File: src/rtl/modulo_escalonador_contador.sv
// Scheduler in front of a loadable counter: two requesters share a FIFO of presets
// through a round-robin arbiter, and a Moore FSM runs one load/count/clear job per entry.
module modulo_escalonador_contador #(
    parameter int WIDTH = 8,
    parameter int DEPTH = 4
) (
    input  logic             clk,
    input  logic             rst,
    input  logic             enable,
    input  logic             req_a,
    input  logic [WIDTH-1:0] data_a,
    output logic             ack_a,
    input  logic             req_b,
    input  logic [WIDTH-1:0] data_b,
    output logic             ack_b,
    input  logic             cnt_zero,
    output logic             Load_C,
    output logic             Enable_C,
    output logic             Clear_Reg,
    output logic [WIDTH-1:0] cnt_value,
    output logic             full,
    output logic             empty,
    output logic [1:0]       state
);

    localparam int PW = $clog2(DEPTH);
    localparam logic [PW:0]   FULL_CNT = (PW + 1)'(DEPTH);
    localparam logic [PW:0]   CNT_ONE  = (PW + 1)'(1);
    localparam logic [PW-1:0] PTR_ONE  = PW'(1);

    typedef enum logic [1:0] {
        IDLE  = 2'b00,
        LOAD  = 2'b01,
        COUNT = 2'b10,
        CLEAR = 2'b11
    } state_t;

    state_t           cur_state;
    logic [PW-1:0]    wr_ptr;
    logic [PW-1:0]    rd_ptr;
    logic [PW:0]      occupancy;
    logic             prio_b;
    logic [WIDTH-1:0] mem [DEPTH];

    logic             accept_ok;
    logic             push;
    logic             pop;
    logic [WIDTH-1:0] push_data;

    // Acks are combinational; reset is folded in so nothing is granted while held in reset.
    assign accept_ok = rst & enable & ~full;
    assign ack_a     = accept_ok & req_a & (~req_b | ~prio_b);
    assign ack_b     = accept_ok & req_b & (~req_a |  prio_b);
    assign push      = ack_a | ack_b;
    assign push_data = ack_a ? data_a : data_b;
    assign pop       = enable & (cur_state == LOAD);

    assign full      = (occupancy == FULL_CNT);
    assign empty     = (occupancy == '0);
    assign state     = cur_state;

    assign Load_C    = enable & (cur_state == LOAD);
    assign Enable_C  = enable & (cur_state == COUNT);
    assign Clear_Reg = enable & (cur_state == CLEAR);
    assign cnt_value = (cur_state == LOAD) ? mem[rd_ptr] : '0;

    always_ff @(posedge clk or negedge rst) begin
        if (!rst) begin
            wr_ptr    <= '0;
            rd_ptr    <= '0;
            occupancy <= '0;
            prio_b    <= 1'b0;
            for (int i = 0; i < DEPTH; i++) begin
                mem[i] <= '0;
            end
        end else begin
            if (push) begin
                mem[wr_ptr] <= push_data;
                wr_ptr      <= wr_ptr + PTR_ONE;
            end
            if (pop) begin
                rd_ptr <= rd_ptr + PTR_ONE;
            end
            if (push && !pop) begin
                occupancy <= occupancy + CNT_ONE;
            end else if (pop && !push) begin
                occupancy <= occupancy - CNT_ONE;
            end
            // Priority only rotates when both requesters competed for the grant.
            if (push && req_a && req_b) begin
                prio_b <= ~prio_b;
            end
        end
    end

    always_ff @(posedge clk or negedge rst) begin
        if (!rst) begin
            cur_state <= IDLE;
        end else if (enable) begin
            case (cur_state)
                IDLE:    if (!empty) cur_state <= LOAD;
                LOAD:    cur_state <= COUNT;
                COUNT:   if (cnt_zero) cur_state <= CLEAR;
                // No pop happens in CLEAR, so a same-cycle push is enough to chain jobs.
                CLEAR:   cur_state <= (!empty || push) ? LOAD : IDLE;
                default: cur_state <= IDLE;
            endcase
        end
    end

endmodule

File: config.mk
export PLATFORM = sky130hd
export DESIGN_NAME = modulo_escalonador_contador
export DESIGN_NICKNAME = d
export VERILOG_FILES = /design/src/rtl/modulo_escalonador_contador.sv
export SDC_FILE = /design/constraint.sdc
export NUM_CORES = 1
export LEC_CHECK = 0
export CAP_MARGIN = 10
export CORE_UTILIZATION = 45
export DETAILED_ROUTE_END_ITERATION = 8
export PLACE_DENSITY_LB_ADDON = 0.25
export SETUP_SLACK_MARGIN = 0.15
export SYNTH_ARGS = -nofsm -noshare
export SYNTH_HDL_FRONTEND = slang
export SYNTH_SLANG_ARGS = --single-unit
File: constraint.sdc
create_clock -name clk -period 4.9 [get_ports clk]
set_input_delay 0.49 -clock clk [delete_from_list [all_inputs] [get_ports clk]]
set_output_delay 0.49 -clock clk [all_outputs]
set_load 0.02 [all_outputs]
== Word level (Yosys, flattened, before mapping) ==
Index checks and enable logic that the tools add are counted.

* Word-level logic and storage cells: 67
* Input bits: 22
* Bits in registers: 42

* $lt $le $gt $ge: 3
* Eq/ne operators: 6
* Reductions and logical operators: 13
* Add/subtract/negate cells: 4
* Bitwise gates (word level): 18
* Muxes and demuxes: 14

{| class="wikitable"
|+ Operators with widths
! kind !! number
|-
| $mux 8 || 5
|-
| $bwmux 32 || 1
|-
| $bmux 8 s2 || 1
|-
| $demux 8 s2 || 1
|-
| $and 1x1->1 || 9
|-
| $pmux 2 s4 || 1
|-
| $ge 3x3->1 const B || 2
|-
| $mux 3 || 2
|-
| $not 2->3 || 2
|-
| $logic_and 1x1->1 || 5
|-
| $add 2x1->2 const B || 2
|-
| $eq 2x2->1 const B || 2
|-
| $mux 2 || 2
|-
| $ne 2x2->1 const B || 2
|-
| $not 1->1 || 4
|-
| $add 3x1->3 const B || 1
|-
| $eq 3x3->1 const B || 1
|-
| $logic_not 1->1 || 3
|-
| $logic_not 3->1 || 1
|-
| $lt 3x1->1 const B || 1
|-
| $or 1x1->1 || 3
|-
| $reduce_and 3->1 || 1
|-
| $sub 3x1->3 const B || 1
|-
| $eq 2x1->1 const B || 1
|-
| 4 further kinds || 4
|}

== Logic depth before layout (Yosys ltp) ==
* Depth after elaboration: 10
* Depth in mapped cells: 11
* Gate-level depth less buffers: 9

== Worst setup path after synthesis ==
OpenSTA, ideal clock, no wires.

* Path type: input to register
* Start point: in enable
* End point: reg occupancy[2]
* Setup time: 0.079 ns
* Data arrival time: 2.095 ns
* Slack: 2.726 ns
* Stages on the path: 11
* Cell sequence: buf_2 -> o211a_1 -> buf_2 -> nand2_1 -> inv_1 -> ha_1 -> inv_1 -> fa_1 -> xor2_1 -> nor2_1 -> xor2_1

* Longest elaborated chain between the ends: 8
* Elaborated cells between the ends (all ways): 14
* Classes of those cells: mux (1); bitwise (8); reduce/logical (5)

{| class="wikitable"
|+ Ends and longest elaborated chain
! item !! RTL line !! source
|-
| start: declaration || 9 || <nowiki>input logic enable,</nowiki>
|-
| $and 1x1->1 * (2 in a row) || 51 || <nowiki>assign accept_ok = rst & enable & ~full;</nowiki>
|-
| $and 1x1->1, on equally long branches (2 in a row) || 52, 53 ||
|-
| $or 1x1->1 * || 54 || <nowiki>assign push = ack_a | ack_b;</nowiki>
|-
| named net push || 46 || <nowiki>logic push;</nowiki>
|-
| $logic_not 1->1 || 86 || <nowiki>end else if (pop && !push) begin</nowiki>
|-
| $logic_and 1x1->1 || 86 ||
|-
| $reduce_bool 2->1 (no source line) || -- ||
|-
| end signal: assignment || 85 || <nowiki>occupancy <= occupancy + CNT_ONE;</nowiki>
|-
| end signal: assignment || 87 || <nowiki>occupancy <= occupancy - CNT_ONE;</nowiki>
|-
| end: declaration || 41 || <nowiki>logic [PW:0] occupancy;</nowiki>
|}

The timed path passes the listed nets; every way through them passes the cells marked *.
A chain may end at the register's enable or synchronous reset.

== Worst setup path in the final report ==
* Start point: reg occupancy[2]
* End point: out ack_a

* Longest elaborated chain between the ends: 5

{| class="wikitable"
|+ Ends and longest elaborated chain
! item !! RTL line !! source
|-
| $eq 3x3->1 || 58 || <nowiki>assign full = (occupancy == FULL_CNT);</nowiki>
|-
| $not 1->1 || 51 ||
|-
| $and 1x1->1 || 51 ||
|-
| $and 1x1->1 (2 in a row) || 52 || <nowiki>assign ack_a = accept_ok & req_a & (~req_b | ~prio_b);</nowiki>
|-
| end: declaration || 12 || <nowiki>output logic ack_a,</nowiki>
|}

No other way between the ends.

==> results list <==
* Cell count after synthesis: 219
- In this run, the clock network consumes 18.1% of the power.
- The final number of hold-violating endpoints was 0.
- Of the total power, registers draw 35.9%.
- Cell breakdown of the critical path: or3b_1 > clkinv_2 > nor3_1 > clkdlybuf4s50_1
- The number of clock buffers added by TritonCTS is 5.
- The tree built by TritonCTS fans out to 42 sinks.
- DRC violation count after routing: 0
- Part of the power in combinational logic: 46.0%
- Setup repair after global routing missed its margin: false
- Die Area: 5550 um^2
- Cell area after technology mapping: 2360 um^2
- Clock-pin slew on the worst setup and hold paths: 0.08 ns
- Final layout net count: 278
- Of the synthesized area, sequential elements account for 44.5%.
- The library cell used most frequently in the layout, excluding fill and tap cells, is a31oi_1.
- In this run the static leakage power is 1.14 nW.
- Worst setup margin: 1.68 ns
- Worst reg2reg path endpoint: occupancy[2]
- The first TritonRoute pass finished after 4 iterations.
- Width of the die: 74.5 um
- Classification of the worst-slack hold path: input pin to async pin
- RR Startpoint: occupancy[2]
* Detailed-route via count: 1984
- The global routing stage identified its most utilized layer as met2.
- Y dimension of the die: 74.5 um
* Flip-flop cell with the highest count after synthesis: dfrtp_1
- After floorplanning, the core was divided into 26 placement rows.
* Routed wirelength normalized by instance count: 20.0 um
* Gate family responsible for the most delay along the worst path: simple AND/OR/NAND/NOR gates
- The setup path with the least slack is of type register to output port.
* Post-CTS setup buffer count: 0
- For the worst setup path, the data arrival time is 2.73 ns.
- In this run the mean area of a mapped cell was 10.8 um^2.
- The first global-routing pass estimated 9780 um of wire.
- Clk_lat worst skew: 0.30 ns
- In this run the tool buffered the top-level ports with 38 buffer cells.
- Of the total power, the share spent switching nets is 38.2%.
- Cell area reported after detailed placement: 2740 um^2
- TritonCTS built the clock tree.
- Entering global routing, the biggest net connects 39 pins.
- Number of filler instances in the final layout: 452
- Depth of the most critical reg-to-reg path: 9
- Initial DRC Count: 237
- Clock root cell: clkbuf_8
- HPWL after detailed placement: 4180 um
* Number of buffer and inverter instances along the worst setup path: 2
- The routed design could run at a clock period as short as 3.22 ns.
- Once detail routing completed, the nets flagged for antenna violations numbered 0.
* Count of flip-flops with a built-in enable after synthesis: 0
- In this run, distinct cell masters in the synthesized netlist total 32.
- Result of the run: finished, final reports clean
- Summed over all failing endpoints, the final setup total negative slack is 0 ns.
- The slowest stage of the critical path is the or3b_1 cell.
- The internal portion of the total power is 1.17 mW.
- Required time reported for the critical path endpoint: 4.41 ns
- Vias per cell: 6.28
- Crit path launch type: register
- Via count of the first global-routing pass: 1882
- The routed design has 6320 um of wire.
* Final max-slew violation count: 0
- Count of hold-fix buffers inserted at cts: 0
- Power dissipated by switching net loads: 727 uW
- Yosys warns: 0
- Peak VDD IR: 248 uV
- Achievable frequency: 311 MHz
- GR Overflow Total: 0
* Area growth from synthesis to layout: 21.9%
- Clock skew on the completed layout was measured at 0.00929 ns.
- Pin slew with the least headroom to its limit: 0.806 ns
- For met1 alone, demand over resource in global routing was 32.9%.
- Global routing used 39.4% of the available met2 tracks.
* Net count after synthesis: 252
- Total track usage: 24.3%
* Maximum clock insertion buffer count: 2
- For flop-to-flop paths, the worst setup slack is 2.21 ns.
- Prior to clock tree synthesis, the placed netlist has a worst setup slack of 2.01 ns.
- Power spread over the standard cell area amounts to 660 nW/um^2.
- In the global route stage, met3 resource usage came out at 3.79%.
- Slew Limit Headroom: 46.3%
* CTS H-tree lvls: 2
- The core region is 5070 um^2.
- The initial antenna violation count was 0.
- Most used cells in the layout excluding fill and tap cells: 64 x a31oi_1, 42 x dfrtp_1, 37 x clkdlybuf4s50_1
* MaxCap Viol Count: 0
- Diodes inserted: 0
* Quantity of gates resized following cts: 0
- Number of synthesized register bits: 42
- For this run, the slowest stage of the critical path takes 0.71 ns.
- Top-Level Pins: 39
- Setup-violating endpoint count in the final report: 0
- In the synthesized netlist the async set-or-reset flop fraction comes to 100%.
- Layout cell share with drive strength beyond 1: 11.8%
- After routing the design area is 2880 um^2.
* Final cycle utilization of the critical path: 65.7%
- RD Place Congestion: 0.813
- Critical Path Sink Type: output port
- Along the worst path, the maximum fanout reaches 25.
- Starting Density: 46.6%
==> synthesized netlist by cell type, drive strengths merged (2+ instances only) <==
cell / instances / area (um^2)
a21oi: 2 / 10.0
a31oi: 64 / 400
and2: 11 / 68.8
and3: 5 / 41.3
buf: 18 / 95.1
clkbuf: 4 / 15.0
dfrtp: 42 / 1050
ha: 10 / 125
inv: 8 / 30.0
mux2: 3 / 33.8
mux4: 8 / 180
nand2: 3 / 11.3
nand3: 4 / 20.0
nand4: 9 / 56.3
nor2: 2 / 7.51
o31ai: 8 / 60.1
xnor2: 5 / 43.8
xor2: 2 / 17.5
==> how the worst max path moves through the flow <==
stage	end	slack [ns]	startpoint	cells after the start
after detailed placement	ack_a	2.01	enable	4
after CTS	ack_a	1.71	occupancy[2]	4
final	ack_a	1.68	occupancy[2]	4
after global placement	ack_a	2.03	enable	4
after global routing	ack_a	1.50	occupancy[2]	4
after floorplan	occupancy[2]	2.73	enable	11
==> flip-flops by register name (all words and copies together), names as in the netlist <==
name	flops
prio_b	1
rd_ptr	2
mem	32
wr_ptr	2
state	2
occupancy	3
==> cell families (layout without fill, tap and decap cells) <==
family | Yosys count | count (layout) | share of synthesized area, %
AO/OA/AOI/OAI | 78 | 78 | 21.4
flip-flops | 42 | 42 | 44.5
AND/OR/NAND/NOR | 39 | 39 | 10.2
buffers and inverters | 31 | 58 | 6.14
adder cells (fa/ha/maj) | 11 | 11 | 6.14
multiplexers | 11 | 11 | 9.05
XOR/XNOR | 7 | 7 | 2.59
==> metrics by stage <==
step | cells | hold WS (ns) | util, % | total power [mW]
floorplan | 219 | 0.194 | - | 1.27
global placement | 308 | 0.348 | 54.0 | 1.53
detailed placement | 308 | 0.350 | 54.0 | 1.56
CTS | 316 | 0.0279 | 56.8 | 1.90
global route | 316 | 0.0202 | 56.8 | 2.02
finish | 316 | 0.0252 | 56.8 | 1.90
==> layout make-up <==
| class | instances | area [um^2] | share of cell area, % |
|---|---|---|---|
| repair buffers | 41 | 398 | 13.8 |
| clock inverters | 2 | 60.1 | 2.08 |
| inverters | 9 | 35.0 | 1.22 |
| clock buffers | 6 | 82.6 | 2.87 |
| multi-input cells | 146 | 1170 | 40.5 |
| flip-flops and latches | 42 | 1050 | 36.5 |
| well taps | 70 | 87.6 | 3.04 |
==> routing by layer <==
metal,vias up,share of wire [%]
met2,102,49
met1,964,41
met3,11,8.0
li1,907,-
met4,0,2.0
met5,-,0
==> worst reg2reg max path: stages (launching register included) <==
cell     delay (ns)
dfrtp_1        0.42
or3b_1         0.71
nand2_1        0.25
inv_1          0.11
ha_1           0.18
inv_1          0.06
fa_1           0.39
xor2_1         0.17
nor2_1         0.15
xor2_1         0.17
==> power groups by stage <==
stage                     clock, mW  combinational [mW]  sequential [mW]
after floorplan                   0               0.643            0.623
after global placement            0               0.850            0.685
after detailed placement          0               0.869            0.694
after CTS                     0.344               0.873            0.687
after global routing          0.359               0.945            0.712
final                         0.343               0.874            0.683
Power figures use the tool's default switching activity.
==> edit, RTL diff (config.mk and constraints unchanged) <==
The parameter `DEPTH` goes from 4 to 8.
--- a/src/rtl/modulo_escalonador_contador.sv
+++ b/src/rtl/modulo_escalonador_contador.sv
@@ -4,3 +4,3 @@
     parameter int WIDTH = 8,
-    parameter int DEPTH = 4
+    parameter int DEPTH = 8
 ) (
Check against the original RTL: not equivalent (a bounded check fails within 10 cycles, from zero or initial values and one cycle with rst low).
==> edit against the unedited design <==
Sequential share of layout area increased by 5.2 points. Combinational power increased by 29%. Sequential cell count grew 35. Via count grew 17%. Total power up 53%. Worst setup slack got worse by 0.063 ns. Wire length up 24%. Clock skew decreased by 0.0016 ns. Clock power up 65%. Maximum frequency decreased by 1.9%. Non-clock buffer count unchanged. Design area up 60%. Synthesized area rose by 66%. Critical path type is now flip-flop to flip-flop.
==> edit: results (changes against the unedited design) <==
GRT Util Overall: 0.194 (-0.0492)
Power Clock: 0.565 mW (+65%)
Worst relative slew slack: 0.350 (-0.112)
Placed instance area: 4380 um^2 (+60%)
TritonCTS Buffers: 9 (+4)
GP Congestion: 0.702 (-14%)
Routed wl met3: 320 um (-37%)
Distinct cells, synth: 34 (+6.3%)
WL met2: 3770 um (+21%)
Commonest cells in the netlist: 77 x dfrtp_1, 74 x mux2_2, 16 x mux4_2
Non-filler cells, final: 420 (+33%)
Worst skew pair latency: 0.35 ns (+0.05 ns)
Top post-synthesis cells by area: dfrtp_1 49%, mux2_2 21%, mux4_2 9.2%
CP max stage delay: 0.57 ns (-0.14 ns)
Status: complete, no violations
First-pass GRT wire length: 12600 um (+29%)
Peak VDD IR: 0.000261 V (+5.3%)
P_leak: 1.99 nW (+75%)
Syn Inst Count: 272 (+24%)
WHS: 0.365 ns (+0.340 ns)
Sequential-to-total area share from yosys stat: 0.492 (+0.0478)
Clock power share: 0.194 (+0.013)
Setup Skew: 0.00766 ns (-0.00163 ns)
Largest net degree at the start of global routing: 78 (+100%)
Register share of total power: 0.417 (+0.058)
FF-to-FF setup slack: 1.62 ns (-0.59 ns)
R2R Path Start: occupancy[1]$_DFFE_PN0P_
CP arrival: 3.50 ns (+0.77 ns)
-- edit: cell count changes in the layout (fill, tap and decap cells not counted), moves of 8 or more --
cell	change
mux2_2	+71
a31oi_1	-64
dfrtp_1	+35
nand2_1	+12
mux2i_1	+10
and2_1	-9
nand4_1	-9
mux4_2	+8
nor2b_1	+8
-- edit: how the worst max path moves through the flow --
stage | end | from | slack, ns | depth (start not counted)
floorplan | occupancy[3]$_DFFE_PN0P_ | occupancy[1]$_DFFE_PN0P_ | 1.99 | 10
global placement | occupancy[3]$_DFFE_PN0P_ | enable | 1.54 | 10
detailed placement | occupancy[3]$_DFFE_PN0P_ | enable | 1.36 | 10
CTS | occupancy[3]$_DFFE_PN0P_ | occupancy[0]$_DFFE_PN0P_ | 1.63 | 9
global route | occupancy[3]$_DFFE_PN0P_ | occupancy[1]$_DFFE_PN0P_ | 1.43 | 9
finish | occupancy[3]$_DFFE_PN0P_ | occupancy[1]$_DFFE_PN0P_ | 1.62 | 9
-- edit: cell type report --
type	count	area [um^2]	share of cell area
multi-input cells	173	1890	0.409
flip-flops and latches	77	1930	0.417
clock buffers	9	124	0.0268
well taps	105	131	0.0284
inverters	9	33.8	0.00732
repair buffers	41	400	0.0867
clock inverters	6	111	0.0241
-- edit: cells by family (layout without fill, tap and decap cells) --
| kind of cell | after synthesis | in the layout | synth area share |
|---|---|---|---|
| fa+ha+maj | 11 | 11 | 0.0371 |
| mux | 100 | 100 | 0.331 |
| simple gates | 44 | 44 | 0.0815 |
| buf+inv | 22 | 65 | 0.0243 |
| flops | 77 | 77 | 0.492 |
| compound gates | 11 | 11 | 0.0182 |
| xor+xnor | 7 | 7 | 0.0157 |
-- edit: metal layers --
metal	GRT usage	vias up
li1	-	1064
met1	0.259	1203
met2	0.313	47
met3	0.0431	11
met4	0.0682	0
met5	0	-
